===== src/rtl/pipelined_parallel_adder.sv =====
// Pipelined WIDTH-bit adder/subtractor: STAGES slices of SLICE bits, carry registered
// between slices, operands skewed in and sum deskewed out, valid/ready on both sides.
module pipelined_parallel_adder #(
   parameter int WIDTH  = 16,
   parameter int STAGES = 4
) (
   input  logic             clk,
   input  logic             rst_n,
   input  logic             in_valid,
   output logic             in_ready,
   input  logic [WIDTH-1:0] a,
   input  logic [WIDTH-1:0] b,
   input  logic             cin,
   input  logic             sub,
   output logic             out_valid,
   input  logic             out_ready,
   output logic [WIDTH-1:0] sum,
   output logic             cout,
   output logic             ovf
);
   localparam int SLICE = WIDTH / STAGES;

   if (WIDTH % STAGES != 0) begin : g_badSlice
      $error("pipelined_parallel_adder: WIDTH must be a multiple of STAGES");
   end

   logic adv;
   logic ovfReg;

   // The whole pipe moves as one; a stalled output freezes every stage, bubbles included.
   assign adv      = !out_valid || out_ready;
   assign in_ready = adv;

   for (genvar gi = 0; gi < STAGES; gi++) begin : stg
      localparam int LO = gi * SLICE;
      localparam int HI = LO + SLICE;

      logic [WIDTH-LO-1:0] opA;
      logic [WIDTH-LO-1:0] opB;
      logic                cIn;
      logic                vldIn;
      logic [SLICE:0]      part;
      logic [HI-1:0]       sumNext;
      logic                vldReg;
      logic                cyReg;
      logic [HI-1:0]       sumReg;

      if (gi == 0) begin : g_src
         assign opA     = a;
         assign opB     = sub ? ~b : b;
         assign cIn     = sub | cin;
         assign vldIn   = in_valid;
         assign sumNext = part[SLICE-1:0];
      end else begin : g_src
         assign opA     = stg[gi-1].g_skew.aSkewReg;
         assign opB     = stg[gi-1].g_skew.bSkewReg;
         assign cIn     = stg[gi-1].cyReg;
         assign vldIn   = stg[gi-1].vldReg;
         assign sumNext = {part[SLICE-1:0], stg[gi-1].sumReg};
      end

      assign part = {1'b0, opA[SLICE-1:0]} + {1'b0, opB[SLICE-1:0]} + (SLICE+1)'(cIn);

      always_ff @(posedge clk or negedge rst_n) begin
         if (!rst_n) begin
            vldReg <= 1'b0;
            cyReg  <= 1'b0;
            sumReg <= '0;
         end else if (adv) begin
            vldReg <= vldIn;
            cyReg  <= part[SLICE];
            sumReg <= sumNext;
         end
      end

      // Upper operand slices ride along until their own stage consumes them.
      if (gi < STAGES - 1) begin : g_skew
         logic [WIDTH-HI-1:0] aSkewReg;
         logic [WIDTH-HI-1:0] bSkewReg;

         always_ff @(posedge clk or negedge rst_n) begin
            if (!rst_n) begin
               aSkewReg <= '0;
               bSkewReg <= '0;
            end else if (adv) begin
               aSkewReg <= opA[WIDTH-LO-1:SLICE];
               bSkewReg <= opB[WIDTH-LO-1:SLICE];
            end
         end
      end

      // Same-sign operands giving a different-sign result is exactly carry-in(MSB) ^ carry-out(MSB).
      if (gi == STAGES - 1) begin : g_ovf
         always_ff @(posedge clk or negedge rst_n) begin
            if (!rst_n) begin
               ovfReg <= 1'b0;
            end else if (adv) begin
               ovfReg <= (opA[SLICE-1] == opB[SLICE-1]) && (part[SLICE-1] != opA[SLICE-1]);
            end
         end
      end
   end

   assign out_valid = stg[STAGES-1].vldReg;
   assign sum       = stg[STAGES-1].sumReg;
   assign cout      = stg[STAGES-1].cyReg;
   assign ovf       = ovfReg;

endmodule


===== config.mk =====
export PLATFORM = sky130hd
export DESIGN_NAME = pipelined_parallel_adder
export DESIGN_NICKNAME = d
export VERILOG_FILES = /design/src/rtl/pipelined_parallel_adder.sv
export SDC_FILE = /design/constraint.sdc
export NUM_CORES = 1
export LEC_CHECK = 0
export ABC_AREA = 0
export BUFFER_PORTS_ARGS = -buffer_cell sky130_fd_sc_hd__buf_2
export CAP_MARGIN = 20
export CORE_MARGIN = 2
export CORE_UTILIZATION = 37
export DETAILED_ROUTE_END_ITERATION = 10
export GPL_ROUTABILITY_DRIVEN = 1
export SYNTH_ARGS = -nofsm -noshare
export SYNTH_HDL_FRONTEND = slang
export SYNTH_SLANG_ARGS = --single-unit

===== constraint.sdc =====
create_clock -name clk -period 1.8 [get_ports clk]
set_clock_uncertainty 0.1 [all_clocks]
set_input_delay 0.36 -clock clk [delete_from_list [all_inputs] [get_ports clk]]
set_output_delay 0.36 -clock clk [all_outputs]
set_load 0.05 [all_outputs]

## After elaboration in Yosys (flattened, before gate mapping)

Cells that the tools add are included.

| storage, ports and cells | value |
|---|---|
| bits in registers | 97 |
| latch bits | 0 |
| RAM bits | 0 |
| bits in read-only memories | 0 |
| output and inout bits | 20 |
| word-level logic and storage cells | 35 |
| memories | 0 |

| cells by class | value |
|---|---|
| add/subtract/negate cells | 8 |
| $mul | 0 |
| divide/modulo/power cells | 0 |
| magnitude comparators | 0 |
| equality and inequality tests | 2 |
| shift operators | 0 |
| muxes and demuxes | 1 |
| bitwise logic cells | 2 |
| reduce and logical (&&, ||, !) cells | 3 |

Operator list:

| cell | number |
|---|---|
| 4-bit by 4-bit adder with 5-bit output | 4 |
| 5-bit by 1-bit adder with 5-bit output | 4 |
| 16-bit two-way mux | 1 |
| 16-bit inverter | 1 |
| 1-bit equality test | 1 |
| 1-bit logical AND | 1 |
| 1-bit zero test | 1 |
| 1-bit logical OR | 1 |
| 1-bit inequality test | 1 |
| 1-bit OR | 1 |

## Depth between registers and ports, before layout

| logic depth | value |
|---|---|
| depth in word-level cells | 4 |
| depth in mapped cells | 8 |
| depth with buffers taken out | 6 |

## Worst setup path before layout

OpenSTA, ideal clock, no wires.

| path | value |
|---|---|
| kind | input to register |
| from | in sub |
| to | reg stg[0].cyReg |
| arrival | 2.164 ns |
| required time | 1.560 ns |
| path slack | -0.604 ns |
| stages | 8 |
| buffers on the path | 2 |
| cells stage by stage | buf_4 buf_4 or2_2 fa_1 fa_1 a21o_1 a21oi_1 a21oi_1 |

| between the ends | value |
|---|---|
| longest elaborated chain between the ends | 3 |
| elaborated cells between the ends (all ways) | 4 |
| those cells by class | 2 x add/sub; 1 x mux; 1 x bitwise |

RTL lines:

| what | RTL line | source |
|---|---|---|
| from (decl) | 14 | `input logic sub,` |
| 16-bit two-way mux | 50 | `assign opB = sub ? ~b : b;` |
| 4-bit by 4-bit adder with 5-bit output | 62 | `assign part = {1'b0, opA[SLICE-1:0]} + {1'b0, opB[SLICE-1:0]} + (SLICE+1)'(cIn);` |
| 5-bit by 1-bit adder with 5-bit output * | 62 |  |
| to (signal assigned) | 71 | `cyReg <= part[SLICE];` |
| to (decl) | 45 | `logic cyReg;` |

Mark *: on every way between the ends. The rest lies on a longest branch, timed or not.
A chain may end at the register's enable or synchronous reset.

## Worst setup path after layout

| path | value |
|---|---|
| from | reg stg[2].cyReg |
| to | reg stg[3].cyReg, in the netlist cout |

| between the ends | value |
|---|---|
| longest elaborated chain between the ends | 1 |

RTL lines:

| what | RTL line |
|---|---|
| from (decl) | 45 |
| from (signal assigned) | 71 |
| 5-bit by 1-bit adder with 5-bit output | 62 |
| to (signal assigned) | 71 |
| to (decl) | 45 |

No other way between the ends.

==> run summary <==
• 28 — Synth cell types
• 0 — GRT Residual Overflow
• 0 — number of nets with antenna violations after routing
• input pin to flip-flop — Min-Delay Path Class
• 3168 — number of global-route vias before repair
• 57 — count of input and output buffers
• 590 — layout net count
• flip-flop — Worst setup SP type
• 0.00177 mm² — multi-input logic area
• 0 — total of endpoints with negative setup slack in the final report
• -0.361 ns — pre-CTS setup slack
• 98.0% — fraction of the cycle the final worst path needs
• 56.2% — sequential share of the synthesized area
• 3 — H-tree Lvls
• 0.0125 mm² — area enclosed by the die boundary
• flip-flop to flip-flop — startpoint-to-endpoint class of the critical path
• flip-flop — Critical Path End Type
• sky130_fd_sc_hd__dfrtp_1 — Post-synth top flop
• 58 — I/O pin count
• 9610 µW — power after layout
• 45.9% — post-layout utilization of the core
• 2 — maximum clock insertion buffer count
• 0.807 — GPL Wtd Cong
• 658 — placed cell count
• 1.88 ns — Worst EP arrival
• 0 — max cap viols
• sky130_fd_sc_hd__dfrtp_1 — cell type with the largest total area after synthesis
• 0.0362 ns — slack of the critical path
• 71.3% — headroom to the max-slew limit
• 0.00243 mm² — footprint of the flip-flops and latches
• completed — outcome
• 14.7% — GRT Util Overall
• 12.6 µm — detail-routed net length per standard cell
• 462 — instance count of the mapped netlist
• 20.1% — fraction of layout instances using a drive strength above 1
• 2 — largest fanout of any net on the critical path
• 1.76 ns — post-route minimum period
• 5870 µW — design internal power
• 100% — async set-or-reset flop fraction in the synthesized netlist
• 0.0114 mm² — core outline area
• 0.704 mV — worst IR drop on VDD
• 567 MHz — Highest Clock Rate
• 9.35 µm² — average footprint of a synthesized cell
• 21.4% — Area Overhead vs Synth
• 37.8% — initial standard-cell utilization of the core
• sky130_fd_sc_hd__nand2_1 (226), sky130_fd_sc_hd__dfrtp_1 (97), sky130_fd_sc_hd__o21ai_0 (18), sky130_fd_sc_hd__buf_2 (16), sky130_fd_sc_hd__xnor2_1 (14) — most instantiated cells after synthesis
• 40.0% — part of the total power dissipated in combinational logic
• yes — unrepaired setup endpoints after global routing
• yes — clock tree from TritonCTS
• 147 — violation count after the first detailed-routing iteration
• 1830 mW/mm² — total power divided by cell area
• 4 — 1st-pass router iterations
• stg[2].cyReg — startpoint of the most critical register-to-register path
• sky130_fd_sc_hd__clkbuf_16 — clock root buffer
• 0 — Fin. Hold Viols
• 0.00273 µW — leakage power summed over all cells
• 0.00484 mm² — post-detailed-placement cell area
• 3740 µW — net switching power of the design
• 112 µm — floorplan die height
• 1.92 ns — data required time at the worst endpoint
• 8550 µm — Routed WL
• 4.61 — number of vias per cell
• 0 — post-detailed-route DRC marker count
• 97 — number of storage elements in the synthesis netlist
• 37 — maximum number of pins on one net before global-route repair
• 9 — cts bufs inserted
• 680 — non-filler cells, final
• sky130_fd_sc_hd__nand2_1 — dominant cell by count in the synthesized netlist
• 3136 — Vias
• 0.06 ns — clock-pin slew on the worst setup and hold paths
• 39 — number of rows in the core area
• 6120 µm — placed wire-length estimate
• 38.9% — share of total power consumed by net switching
• 0.00432 mm² — Mapped Area
• stg[2].cyReg — beginning of the critical path
• 56.2% — share of Yosys cell area claimed by the top area cell type
• 14800 µm — wire length of the first global-routing pass
• 0.00524 mm² — Layout Cell Area excl Fill
• 0.430 ns — measured slew at the worst slew-check pin
• 0 — antenna violations before repair
• 21.4% — share of power burned in the clock network
• 520 — Syn Nets
• 112 µm — Die Width
• a[4] — launch point of the worst hold path
• 38.5% — share of total power in sequential cells
• 0.34 ns — clock latency at the later pin of the worst-skew pair
• 97 — Clock Sink Count
• 0 — count of inserted antenna diode cells
• 0 — Post-synth EDFFs
• 0 — Yosys Warn Count
• 0 — count of final max-slew check failures
• 1139 — FILL cells
• sky130_fd_sc_hd__dfrtp_1 (56%), sky130_fd_sc_hd__nand2_1 (20%), sky130_fd_sc_hd__fa_1 (3.7%) — leading post-synthesis cells by cell area
-- area by class of cell --
class	count	area share [%]
clock buffers	14	5.04
inverters	10	0.716
repair buffers	82	9.59
multi-input cells	332	33.8
flip-flops and latches	97	46.3
well taps	143	3.41
clock inverters	2	1.15
-- path summary, 6_finish.rpt --
path	cells after the start	slack [ns]	to
setup / recovery	5	0.04	cout
hold / removal	3	0.11	stg[0].g_skew.aSkewReg[0]
setup reg to reg	5	0.04	cout
hold reg to reg	2	0.36	sum[6]
max in group asynchronous	3	0.67	stg[0].sumReg[0]
min in group asynchronous	2	0.40	stg[0].g_skew.bSkewReg[6]
-- repair_timing --
action,in CTS,in global routing
endpoints found under the setup margin,5,5
hold buffers,1,0
endpoints found under the hold margin,29,0
pin swaps,6,9
gates resized for setup,1,8
buffers inserted,4,1
-- logic make-up after synthesis --
group | synth area share [%]
mux | 0.695
buf+inv | 3.68
xor+xnor | 3.85
fa+ha+maj | 7.19
compound gates | 6.03
simple gates | 22.3
flops | 56.2
-- metal layers --
metal	wire (µm)	track usage [%]
met1	4040	19.2
met2	4000	23.7
met3	305	2.32
met4	204	7.72
met5	0	0
-- per-stage QoR --
stage	hold WS, ns	setup TNS [ns]
floorplan	-0.0356	-0.966
global placement	0.224	-0.981
detailed placement	0.231	-1.15
CTS	0.108	0
global route	0.127	-0.0381
finish	0.114	0
-- flip-flops by register name, summed over array words and instances (netlist names) --
name	flops
sum	16
ovf	1
stg.vldReg	3
out_valid	1
stg.g_skew.bSkewReg	24
cout	1
stg.g_skew.aSkewReg	24
stg.sumReg	24
stg.cyReg	3
-- power groups by stage --
stage	clock network [µW]	registers (µW)	logic, µW
2_1_floorplan	0	4340	2100
3_3_place_gp	0	3720	3580
3_5_place_dp	0	3750	3670
4_1_cts	2100	3710	3770
5_1_grt	2170	3850	4350
6_report	2060	3700	3850
-- layout by cell type (no fill, tap or decap) --
master	n
sky130_fd_sc_hd__ha_1	12
sky130_fd_sc_hd__a211oi_1	2
sky130_fd_sc_hd__a21boi_0	2
sky130_fd_sc_hd__buf_2	56
sky130_fd_sc_hd__nand2_1	226
sky130_fd_sc_hd__xnor2_1	13
sky130_fd_sc_hd__nor2b_1	4
sky130_fd_sc_hd__xor2_1	5
sky130_fd_sc_hd__dlygate4sd3_1	1
sky130_fd_sc_hd__a21o_1	5
sky130_fd_sc_hd__o41ai_1	1
sky130_fd_sc_hd__nand3_1	4
sky130_fd_sc_hd__o31ai_1	1
sky130_fd_sc_hd__buf_12	2
sky130_fd_sc_hd__clkbuf_8	2
sky130_fd_sc_hd__fa_2	6
sky130_fd_sc_hd__nor2_1	6
sky130_fd_sc_hd__nand2b_1	1
sky130_fd_sc_hd__nor2b_4	1
sky130_fd_sc_hd__mux2i_1	3
sky130_fd_sc_hd__a21oi_1	8
sky130_fd_sc_hd__fa_1	2
sky130_fd_sc_hd__dfrtp_1	97
sky130_fd_sc_hd__inv_2	1
sky130_fd_sc_hd__or2_4	1
sky130_fd_sc_hd__o21ai_1	3
sky130_fd_sc_hd__clkbuf_1	3
sky130_fd_sc_hd__a21oi_2	4
sky130_fd_sc_hd__buf_4	23
sky130_fd_sc_hd__bufinv_16	2
sky130_fd_sc_hd__xnor2_2	1
sky130_fd_sc_hd__o21ai_0	15
sky130_fd_sc_hd__or4_1	3
sky130_fd_sc_hd__o2111ai_1	3
sky130_fd_sc_hd__clkbuf_16	9
sky130_fd_sc_hd__inv_1	9
-- critical path, stage by stage (launching register included) --
cell and delay (ns):
sky130_fd_sc_hd__dfrtp_1 0.40, sky130_fd_sc_hd__fa_2 0.42, sky130_fd_sc_hd__fa_2 0.37, sky130_fd_sc_hd__a21o_1 0.17, sky130_fd_sc_hd__a21oi_2 0.11, sky130_fd_sc_hd__a21oi_1 0.07
No activity file was read; power rests on OpenSTA's default activity.
